==> config.mk <==
export PLATFORM = sky130hd
export DESIGN_NAME = uar_tx
export DESIGN_NICKNAME = d
export VERILOG_FILES = /design/src/rtl/uar_tx.sv
export SDC_FILE = /design/constraint.sdc
export NUM_CORES = 1
export LEC_CHECK = 0
export ABC_AREA = 1
export CELL_PAD_IN_SITES_DETAIL_PLACEMENT = 1
export CELL_PAD_IN_SITES_GLOBAL_PLACEMENT = 1
export CORE_ASPECT_RATIO = 0.5
export CORE_MARGIN = 2
export CORE_UTILIZATION = 35
export CTS_BUF_LIST = sky130_fd_sc_hd__clkbuf_4 sky130_fd_sc_hd__clkbuf_8 sky130_fd_sc_hd__clkbuf_16
export CTS_CLUSTER_DIAMETER = 40
export DETAILED_ROUTE_END_ITERATION = 7
export GPL_ROUTABILITY_DRIVEN = 0
export GPL_TIMING_DRIVEN = 0
export HOLD_SLACK_MARGIN = 0.02
export PLACE_DENSITY_LB_ADDON = 0.3
export SETUP_SLACK_MARGIN = 0.1
export SLEW_MARGIN = 40
export SYNTH_ARGS = -nofsm -noshare
export SYNTH_HDL_FRONTEND = slang
export SYNTH_SLANG_ARGS = --single-unit
==> constraint.sdc <==
create_clock -name clk_in -period 7.6 [get_ports clk_in]
set_input_delay 1.9 -clock clk_in [delete_from_list [all_inputs] [get_ports clk_in]]
set_output_delay 1.9 -clock clk_in [all_outputs]
set_load 0.01 [all_outputs]
==> src/rtl/uar_tx.sv <==
// uar_tx: parallel-to-serial 8N1 UART packet transmitter, LSB first.
// Sends a DATA_WIDTH-bit word as ceil(DATA_WIDTH/8) back-to-back characters.
//
// Ports:
//   clk_in   in   system clock, rising edge
//   rst_in   in   asynchronous active-high reset
//   data_in  in   packet payload, sampled only in the accept cycle
//   send_in  in   request strobe, honoured only while idle
//   tx       out  serial line, idle high, registered
//   busy     out  high from the cycle after accept until packet end
//   done     out  one-cycle pulse when the packet completes
module uar_tx #(
  parameter int CLKS_PER_BIT = 868,
  parameter int DATA_WIDTH   = 162
) (
  input  logic                  clk_in,
  input  logic                  rst_in,
  input  logic [DATA_WIDTH-1:0] data_in,
  input  logic                  send_in,
  output logic                  tx,
  output logic                  busy,
  output logic                  done
);

  localparam int NUM_BYTES = (DATA_WIDTH + 7) / 8;
  localparam int PW        = 8 * NUM_BYTES;
  localparam int BW =
    (CLKS_PER_BIT > 1) ? $clog2(CLKS_PER_BIT) : 1;
  localparam int YW =
    (NUM_BYTES > 1) ? $clog2(NUM_BYTES) : 1;

  localparam logic [BW-1:0] BAUD_LAST = BW'(CLKS_PER_BIT - 1);
  localparam logic [YW-1:0] BYTE_LAST = YW'(NUM_BYTES - 1);

  typedef enum logic [1:0] {
    IDLE,
    START,
    DATA,
    STOP
  } state_t;

  state_t          state_q;
  logic [BW-1:0]   baud_q;
  logic [2:0]      bit_q;
  logic [YW-1:0]   byte_q;
  logic [PW-1:0]   shreg_q;
  logic            tx_q;
  logic            busy_q;
  logic            done_q;

  logic            bit_end;

  assign bit_end = (baud_q == BAUD_LAST);

  assign tx   = tx_q;
  assign busy = busy_q;
  assign done = done_q;

  // tx is always loaded with the value the next state will present,
  // so the line is a pure flop output with no decode glitches.
  always_ff @(posedge clk_in or posedge rst_in) begin
    if (rst_in) begin
      state_q <= IDLE;
      baud_q  <= '0;
      bit_q   <= '0;
      byte_q  <= '0;
      shreg_q <= '0;
      tx_q    <= 1'b1;
      busy_q  <= 1'b0;
      done_q  <= 1'b0;
    end else begin
      done_q <= 1'b0;
      unique case (state_q)
        IDLE: begin
          tx_q   <= 1'b1;
          busy_q <= 1'b0;
          baud_q <= '0;
          if (send_in) begin
            // Zero-extension pads the last character above the payload.
            shreg_q <= PW'(data_in);
            bit_q   <= '0;
            byte_q  <= '0;
            tx_q    <= 1'b0;
            busy_q  <= 1'b1;
            state_q <= START;
          end
        end
        START: begin
          if (bit_end) begin
            baud_q  <= '0;
            bit_q   <= '0;
            tx_q    <= shreg_q[0];
            state_q <= DATA;
          end else begin
            baud_q <= baud_q + 1'b1;
          end
        end
        DATA: begin
          if (bit_end) begin
            baud_q  <= '0;
            // Eight shifts per character leave the next byte in [7:0].
            shreg_q <= shreg_q >> 1;
            if (bit_q == 3'd7) begin
              tx_q    <= 1'b1;
              state_q <= STOP;
            end else begin
              bit_q <= bit_q + 1'b1;
              tx_q  <= shreg_q[1];
            end
          end else begin
            baud_q <= baud_q + 1'b1;
          end
        end
        STOP: begin
          if (bit_end) begin
            baud_q <= '0;
            if (byte_q != BYTE_LAST) begin
              byte_q  <= byte_q + 1'b1;
              tx_q    <= 1'b0;
              state_q <= START;
            end else begin
              tx_q    <= 1'b1;
              busy_q  <= 1'b0;
              done_q  <= 1'b1;
              state_q <= IDLE;
            end
          end else begin
            baud_q <= baud_q + 1'b1;
          end
        end
        default: begin
          tx_q    <= 1'b1;
          busy_q  <= 1'b0;
          baud_q  <= '0;
          state_q <= IDLE;
        end
      endcase
    end
  end

endmodule

==> results by group <==
Clock tree
  – Clock insertion delay at the later pin of the skew report: roughly 450 ps
  – TritonCTS Buffers: 17
  – H-tree depth: 4
  – CTS clk-pin slew, worst paths: about 70 ps
  – Post-CTS setup buffers: 0
  – Cts repair resizes: 0
  – Maximum root-to-sink buffer count: 2
  – Hold-fix buffers, CTS: 0
  – TritonCTS clock tree: built
  – Sink Count: approximately 190
  – Root Buffer: clkbuf_16

Worst setup path
  – Slowest CP cell: clkdlybuf4s50_1
  – Max FO, Critical Path: 10
  – Crit path DAT: 3890 ps
  – CP top delay family: buffers and inverters
  – Bufs and invs on worst path: 5
  – Element type at the critical path start: primary input
  – Max incr delay on CP: 470 ps
  – CP required: 7970 ps
  – Worst Path Class, Setup: primary input to flop
  – CP cell instances: clkdlybuf4s50_1 > inv_1 > nand2_1 > inv_1 > a21oi_4 > buf_2 > buf_2 > nand3_1 > nand2_1
  – CP endpoint kind: flop

Cells and area
  – Post-layout util: 45.43%
  – ANT cells: 0
  – Most common cell after layout, fill and taps aside: nand2_1
  – Most frequent cells in the layout: 856 x nand2_1, 184 x dfrtp_1, 178 x nand3_1
  – Final instance area: 0.01249 mm2
  – Final net count: approximately 1800
  – Area Growth Syn to Fin: 28.40%
  – Final Non-Filler Cells: between 1500 and 2000
  – Layout cells sized above 1: under 10%

GRT
  – First-pass GRT wire length: about 49000 um
  – Largest net degree at the start of global routing: 57
  – Initial antenna violation count: 0
  – Tot GR Track Use: 21.23%
  – Overflow after GRT: 0
  – Vias in the first global route: around 10000

Logic synthesis
  – Synth Net Count: 1571
  – Synth Instances: 1396
  – Area leader, netlist: dfrtp_1
  – Top post-synthesis cells by area: dfrtp_1 47%, nand2_1 33%, nand3_1 9.2%, buf_2 1.9%, ha_1 1.3%
  – Netlist cell types: 28
  – Seq/Total Area, Yosys: 47.60%
  – Post-synth top area share: 47.33%
  – Syn_area_per_cell: ~7 um2
  – Synthesized area: 0.009728 mm2
  – Ys Warns: 0
  – #FFs+latches synth: 185

STA
  – Post-route setup slack: between 4000 and 5000 ps
  – Finish-stage setup viols: 0
  – FMAX: ~0.28 GHz
  – Fin. Hold Viols: 0
  – Hold_ws: 470.1 ps
  – Period utilisation layout: 46.22%
  – Slew margin rel.: 50.09%
  – Worst-Margin Slew: 748.6 ps
  – Max-slew violations: 0
  – Clock Skew: 17.25 ps
  – Unrepaired setup endpoints after global routing: false
  – Final min period: 3513 ps

Floorplanning
  – Die area: between 0.02 and 0.03 mm2
  – Num ports: 168
  – Die H: 121.9 um
  – Initial Util: 35.38%
  – Number of cell rows: 43
  – Die width: 239.8 um
  – Core area: 0.02749 mm2

Detailed routing
  – Via count: roughly 9500
  – WL/cell: 15.04 um
  – Drt first pass iters: 5
  – Residual DRC: 0
  – Via/cell ratio: 4.788
  – DRT antenna net count: 0
  – Iter 0 DRT Violations: roughly 490
  – Post-Route WL: 29750 um

Power and ir drop
  – Peak supply drop: between 0.15 and 0.2 mV
  – Power density over the cells: 407.7 mW/mm2
  – Leak: 6.682 nW

Place
  – Placed insts: 1948
  – Pre-CTS WS: 3554 ps
  – Port Buf Inserts: 167
  – Dpl hpwl: 21640 um
  – Area after DPL: ~0.012 mm2

Hold path
  – Class of the worst hold path: flop to flop

Run
  – Maximum capacitance violations: 0

Run status
  – Status: complete, no violations
==> synth_stat cells <==
cell	instances
a21oi_4	1
inv_1	21
inv_2	4
buf_4	5
a21oi_1	5
nor3_1	5
o21ai_1	1
buf_1	6
dfrtp_1	184
nand3_2	1
clkbuf_1	32
a211oi_1	1
xor2_1	4
nor2_1	19
buf_2	36
ha_1	10
nand2_1	856
o22ai_1	1
or2_2	1
xnor2_1	2
o21ai_0	5
nand2_4	2
nand4_1	3
dfstp_2	1
nor2_2	1
buf_6	9
nand3_1	178
nand3b_1	2
==> layer usage <==
metal | global-route usage, % | vias up | part of all wire, %
li1 | - | 4700 | -
met1 | 27.05 | 4635 | 46
met2 | 37.84 | 104 | 50
met3 | 3.059 | 31 | 2.4
met4 | 5.898 | 0 | 1.5
met5 | 0 | - | 0
==> stage by stage <==
stage / TNS, ps / power [mW]
detailed placement: 0 / 4.299
finish: 0 / 5.093
floorplan: 0 / 3.477
CTS: 0 / 5.166
global placement: -387580 / 4.133
global route: 0 / 5.590
==> final cells by class <==
cell class	count	area, um2
well taps	382	478.0
fillers	3528	15000
multi-input cells	1098	4542
flip-flops and latches	185	4631
repair buffers	170	1747
inverters	25	101.3
clock buffers	23	483.0
clock inverters	7	47.55
plain buffers	88	461.7
==> worst min-delay path, delay by kind of cell (launching register included) <==
family / cells / cell delay [ps]
flip-flops: 1 / 370
AND/OR/NAND/NOR: 2 / 100
==> power by group <==
| part | switching (mW) | total [mW] | internal (mW) |
|---|---|---|---|
| combinational | 1.69 | 2.55 | 0.864 |
| clock | 0.398 | 0.844 | 0.446 |
| sequential | 0.249 | 1.70 | 1.45 |
==> kinds of logic (layout without fill, tap and decap cells) <==
group / count (synthesis) / count (layout) / share of synthesized area, %
AOI/OAI and AO/OA: 14 / 14 / 0.8746
and+or+nand+nor: 1068 / 1068 / 43.99
buffers and inverters: 113 / 313 / 5.711
xor gates and xnor gates: 6 / 6 / 0.5402
adders and majority gates: 10 / 10 / 1.286
DFF: 185 / 185 / 47.60
==> state kept, by name, summed over array words and instances, names as in the netlist <==
name     flops
shreg_q    162
bit_q        3
baud_q      10
busy         1
state_q      2
done         1
byte_q       5
tx           1
==> path summary, 6_finish.rpt <==
| kind | from | to | slack, ps | cells past startpoint |
|---|---|---|---|---|
| worst max-delay path | send_in | shreg_q[120] | 4090 | 9 |
| worst min-delay path | tx | tx | 470 | 2 |
| worst min register to register | tx | tx | 470 | 2 |
| worst max register to register | state_q[0] | shreg_q[120] | 5150 | 9 |
| max in group asynchronous | rst_in | shreg_q[152] | 4820 | 4 |
| min in group asynchronous | rst_in | shreg_q[93] | 1840 | 2 |
Note: power is estimated with default switching activity, not from simulation.
